## src/rtl/measure_fifo.sv

```systemverilog
// measure_fifo: first-word-fall-through result FIFO behind the frequency-meter measure stage.
// Build option MEASURE_FIFO_DROP_OLDEST_EN: on overflow, overwrite the oldest entry instead of dropping the newest.
module measure_fifo #(
    parameter int DEPTH = 16,
    parameter int AW    = $clog2(DEPTH)
) (
    input  logic          clk_i,
    input  logic          rst_n_i,
    input  logic          reg_wr_en_i,
    input  logic [63:0]   reg_wr_data_i,
    input  logic          clr_i,
    input  logic          rd_ready_i,
    output logic          rd_valid_o,
    output logic [63:0]   rd_data_o,
    output logic [AW:0]   level_o,
    output logic          full_o,
    output logic          empty_o,
    output logic          ovf_o
);

    localparam int DATA_W = 64;
    localparam logic [AW:0]   LEVEL_FULL = (AW + 1)'(DEPTH);
    localparam logic [AW:0]   LEVEL_ONE  = (AW + 1)'(1);
    localparam logic [AW-1:0] PTR_ONE    = AW'(1);

    logic [DATA_W-1:0] mem [DEPTH];

    logic [AW-1:0] wr_ptr;
    logic [AW-1:0] rd_ptr;
    logic [AW:0]   level;
    logic          ovf;

    logic full;
    logic empty;
    logic pop;
    logic overflow;
    logic wr_fire;
    logic rd_adv;

    // Flags come from the level register so a full FIFO is never confused with an empty one.
    assign full  = (level == LEVEL_FULL);
    assign empty = (level == '0);

    always_comb begin
        pop      = 1'b0;
        overflow = 1'b0;
        wr_fire  = 1'b0;
        rd_adv   = 1'b0;

        pop      = !empty && rd_ready_i;
        overflow = reg_wr_en_i && full && !pop;
`ifdef MEASURE_FIFO_DROP_OLDEST_EN
        // Writing over mem[wr_ptr] when full replaces the oldest word, so the read side steps past it.
        wr_fire  = reg_wr_en_i;
        rd_adv   = pop || overflow;
`else
        wr_fire  = reg_wr_en_i && !overflow;
        rd_adv   = pop;
`endif
    end

    always_ff @(posedge clk_i) begin
        if (!rst_n_i || clr_i) begin
            wr_ptr <= '0;
            rd_ptr <= '0;
            level  <= '0;
            ovf    <= 1'b0;
        end else begin
            if (wr_fire) begin
                wr_ptr <= wr_ptr + PTR_ONE;
            end
            if (rd_adv) begin
                rd_ptr <= rd_ptr + PTR_ONE;
            end
            if (wr_fire && !rd_adv) begin
                level <= level + LEVEL_ONE;
            end else if (rd_adv && !wr_fire) begin
                level <= level - LEVEL_ONE;
            end
            if (overflow) begin
                ovf <= 1'b1;
            end
        end
    end

    // Storage carries no reset; a write is simply suppressed while reset or flush is active.
    always_ff @(posedge clk_i) begin
        if (rst_n_i && !clr_i && wr_fire) begin
            mem[wr_ptr] <= reg_wr_data_i;
        end
    end

    assign rd_valid_o = !empty;
    assign rd_data_o  = mem[rd_ptr];
    assign level_o    = level;
    assign full_o     = full;
    assign empty_o    = empty;
    assign ovf_o      = ovf;

endmodule
```

## config.mk

```make
export PLATFORM = sky130hd
export DESIGN_NAME = measure_fifo
export DESIGN_NICKNAME = d
export VERILOG_FILES = /design/src/rtl/measure_fifo.sv
export SDC_FILE = /design/constraint.sdc
export NUM_CORES = 1
export LEC_CHECK = 0
export CORE_MARGIN = 10
export CORE_UTILIZATION = 53
export DETAILED_ROUTE_END_ITERATION = 6
export PLACE_DENSITY_LB_ADDON = 0.15
export SYNTH_ARGS = -nofsm -noshare
export SYNTH_HDL_FRONTEND = slang
export SYNTH_SLANG_ARGS = --single-unit
```

## constraint.sdc

```tcl
create_clock -name clk_i -period 5.84 [get_ports clk_i]
set_input_delay 0.876 -clock clk_i [delete_from_list [all_inputs] [get_ports clk_i]]
set_output_delay 0.876 -clock clk_i [all_outputs]
set_load 0.1 [all_outputs]
```

==> impl_results.rst <==
.. list-table::
   :header-rows: 1

   * - Metric
     - Value
   * - Asr flop ratio synth
     - 0%
   * - Total setup buffers inserted after CTS
     - 0
   * - Gate count after technology mapping
     - 1,685
   * - DP Cell Count
     - 2,745
   * - Final #Nets
     - 1,969
   * - Post-Synth Adder-Cell Area
     - 0.339%
   * - Summed instance area of the synthesized netlist
     - 39,100 sq um
   * - Final total negative setup slack
     - 0 ps
   * - Final Hold Vio Count
     - 0
   * - CTS buffer count
     - 102
   * - Clock tree from TritonCTS
     - yes
   * - TritonRoute pass-1 iters
     - 5
   * - Avg Cell Area, Syn
     - 23.2 sq um
   * - Total Die Area
     - 85,100 sq um
   * - Yosys synthesis warning count
     - 0
   * - Hold WS
     - 488 ps
   * - Remaining DRCs
     - 0
   * - GR Overflow Total
     - 0
   * - Horizontal die dimension
     - 292 microns
   * - Number of non-filler instances in the completed layout
     - 2,934
   * - Area of the multi-input gates
     - 7750 sq um
   * - Quantity of hold-fixing buffers added after cts
     - 0
   * - Largest net degree at the start of global routing
     - 65
   * - Sequential cell area
     - 31,100 sq um
   * - Global-route wire length before repair
     - 128,000 microns
   * - Path class of the lowest-slack min-delay path
     - flip-flop to flip-flop
   * - Number of buffers added on ports
     - 141
   * - Number of flops mapped to enable cells by yosys
     - 1,024
   * - Total number of H-tree levels
     - 3
   * - Overall die height
     - 292 microns
   * - Effective utilization at floorplan
     - 53.5%
   * - Fill cell total of the finished layout
     - 4,944
   * - Area share of and/or/nand/nor cells after synthesis
     - 1.47%
   * - Post-synthesis share of cell area spent on xor and xnor gates
     - 0.112%
   * - Achievable clock frequency
     - 208 MHz
   * - Final WL
     - 86,600 microns
   * - Outcome
     - finished, final reports clean
   * - Average wire per cell in the routed design
     - 29.5 microns
   * - # rows
     - 99
   * - Final setup violation count
     - 0
   * - Transition time at the pin with the least slew margin
     - 1130 ps
   * - Clk pin slew, worst setup/hold paths
     - 60 ps
   * - Type of origin of the critical path
     - flip-flop
   * - Number of register bits inferred by synthesis
     - 1,042
   * - Worst-case vdd ir drop
     - 248 uV
   * - Portion of netlist area occupied by mux cells
     - 14.8%
   * - Data arrival at the endpoint of the critical path
     - 3930 ps
   * - Vias in the first global route
     - 18,900
   * - Worst slew margin relative to its limit
     - 24.8%
   * - Global-route usage over all layers
     - 20.4%
   * - Distinct cell type count of the synthesized netlist
     - 32
   * - Number of vias after detailed routing
     - 18,100
   * - Static leakage
     - 13.9 nW
   * - Post-CTS resize count
     - 0
   * - Compound-gate portion of the synthesized area
     - 2.68%
   * - Number of maximum-capacitance violations
     - 0
   * - Setup repair after global routing missed its margin
     - no
   * - Mean number of vias per cell
     - 6.16
   * - Main combinational cell family by area after synthesis
     - multiplexers
   * - Critical Path RT
     - 4960 ps
   * - Top Ports
     - 142
   * - Number of pins with negative max-slew slack in the final report
     - 0
   * - DP Wirelength
     - 43,700 microns
   * - Area growth from synthesis to final layout
     - 16.2%
   * - Largest fanout on the critical path
     - 56
   * - Worst clock skew on the final layout
     - 16.3 ps
   * - Critical Setup Path Class
     - flip-flop to output pin
   * - Worst skew pair latency
     - 670 ps
   * - Number of antenna-violating nets in the routed design
     - 0
   * - Final period util
     - 82.2%
   * - Antenna violations before repair
     - 6
   * - Power density over cell area
     - 350 nW/um^2
   * - Final critical-path required period
     - 4800 ps
   * - First DRT Iteration DRCs
     - 1,750
   * - Total number of clock tree sinks
     - 1,042
   * - Proportion of synthesized chip area in sequential cells
     - 79.5%
   * - Fraction of final layout cells with drive strength greater than 1
     - 23.8%
   * - Top flip-flop cell by instance count after synthesis
     - sky130_fd_sc_hd__edfxtp_1
   * - Crit path capture type
     - output pin
   * - Root Buffer Master
     - sky130_fd_sc_hd__clkbuf_16
   * - Maximum clock insertion buffer count
     - 3
   * - Core area
     - 73,100 sq um
   * - Final weighted congestion of routability-driven global placement
     - 0.721
   * - Post-Syn Nets
     - 1,764
## per-layer routing
layer	global-route usage, %	up-vias	routed length [microns]
li1	-	7616	-
met1	28.1	9755	36100
met2	33.8	582	43700
met3	4.01	120	5220
met4	4.68	10	1540
met5	0	-	72
## power by group
| group | total (W) | leakage [nW] | switching, W | internal, W |
|---|---|---|---|---|
| clock network | 0.00639 | 1.59 | 0.00271 | 0.00368 |
| registers | 0.00827 | 9.36 | 0.0000289 | 0.00824 |
| logic | 0.00124 | 3.00 | 0.000804 | 0.000435 |
## flip-flops by register name, summed over array words and instances (netlist names), named ones only
signal,flops
mem,1024
level_o,5
wr_ptr,4
ovf_o,1
rd_ptr,4
## through the flow
stage                     instance area, sq um  util [%]  total power [W]  setup slack, ps
after floorplan                          39100         -          0.00932              949
after global placement                   42200      57.7          0.00966             1560
after detailed placement                 42200      57.7          0.00968             1590
after CTS                                45400      62.2           0.0160              870
after global routing                     45400      62.2           0.0164              770
final                                    45400      62.2           0.0159             1040
## cells in the final DEF, fill, tap and decap left out, types with 4 or more instances in the layout
cell type / instances
sky130_fd_sc_hd__xor2_1: 4
sky130_fd_sc_hd__ha_1: 9
sky130_fd_sc_hd__inv_1: 8
sky130_fd_sc_hd__dfxtp_1: 16
sky130_fd_sc_hd__nand2_1: 70
sky130_fd_sc_hd__mux4_2: 256
sky130_fd_sc_hd__nor2_1: 17
sky130_fd_sc_hd__a22oi_1: 128
sky130_fd_sc_hd__edfxtp_1: 1024
sky130_fd_sc_hd__a21oi_1: 6
sky130_fd_sc_hd__nor2_4: 17
sky130_fd_sc_hd__clkinv_1: 31
sky130_fd_sc_hd__clkinv_8: 4
sky130_fd_sc_hd__mux2i_1: 4
sky130_fd_sc_hd__buf_4: 25
sky130_fd_sc_hd__buf_12: 24
sky130_fd_sc_hd__or4_1: 4
sky130_fd_sc_hd__bufinv_16: 10
sky130_fd_sc_hd__clkbuf_16: 103
sky130_fd_sc_hd__clkdlybuf4s50_1: 140
sky130_fd_sc_hd__nand3_1: 9
sky130_fd_sc_hd__nand2b_1: 4
sky130_fd_sc_hd__clkbuf_1: 20
sky130_fd_sc_hd__clkinv_2: 16
## worst max-delay path, cell delays in order (launching register included)
cell,delay (ps)
sky130_fd_sc_hd__dfxtp_4,740
sky130_fd_sc_hd__buf_12,450
sky130_fd_sc_hd__mux4_2,580
sky130_fd_sc_hd__a22oi_1,250
sky130_fd_sc_hd__nand2_1,170
sky130_fd_sc_hd__clkdlybuf4s50_1,1010
## area by class of cell
type,count,area share (%)
Timing Repair Buffer,189,4.56
Multi-Input combinational cell,547,17.1
Sequential cell,1042,68.5
Inverter,8,0.0661
Antenna cell,1,0.00551
Clock buffer,123,5.84
Tap cell,959,2.64
Clock inverter,65,1.34
## synthesized netlist by cell type (2+ instances only)
cell | instances | share of area [%]
sky130_fd_sc_hd__edfxtp_1 | 1024 | 79
sky130_fd_sc_hd__nand2b_1 | 4 | 0.064
sky130_fd_sc_hd__ha_1 | 9 | 0.29
sky130_fd_sc_hd__nand3_1 | 9 | 0.12
sky130_fd_sc_hd__nor2_1 | 34 | 0.33
sky130_fd_sc_hd__mux4_2 | 256 | 15
sky130_fd_sc_hd__a22oi_1 | 128 | 2.5
sky130_fd_sc_hd__inv_1 | 8 | 0.077
sky130_fd_sc_hd__a21oi_1 | 6 | 0.077
sky130_fd_sc_hd__mux2i_1 | 4 | 0.10
sky130_fd_sc_hd__or4_1 | 4 | 0.077
sky130_fd_sc_hd__buf_2 | 29 | 0.37
sky130_fd_sc_hd__buf_1 | 7 | 0.067
sky130_fd_sc_hd__xor2_1 | 4 | 0.090
sky130_fd_sc_hd__nand2_1 | 70 | 0.67
sky130_fd_sc_hd__dfxtp_1 | 18 | 0.92
sky130_fd_sc_hd__clkbuf_1 | 52 | 0.50
sky130_fd_sc_hd__o211ai_1 | 2 | 0.038
sky130_fd_sc_hd__or2_2 | 2 | 0.032
sky130_fd_sc_hd__nor2b_1 | 3 | 0.048
## final timing paths
path | endpoint | startpoint | cells past startpoint | slack [ps]
setup reg to reg | mem[4][51]$_DFFE_PP_ | level_o[0]$_SDFFE_PP0P_ | 5 | 2720
hold reg to reg | ovf_o$_SDFFE_PP0P_ | ovf_o$_SDFFE_PP0P_ | 2 | 490
setup / recovery | rd_data_o[15] | flip-flop | 5 | 1040
hold / removal | ovf_o$_SDFFE_PP0P_ | ovf_o$_SDFFE_PP0P_ | 2 | 490
## logic make-up (layout without fill, tap and decap cells)
group	count (synthesis)	in the layout
buffers and inverters	96	385
AO/OA/AOI/OAI	140	140
XOR/XNOR	5	5
AND/OR/NAND/NOR	132	132
flip-flops	1042	1042
other	0	1
multiplexers	260	260
adder cells (fa/ha/maj)	10	10
Note: power is estimated with default switching activity, not from simulation.
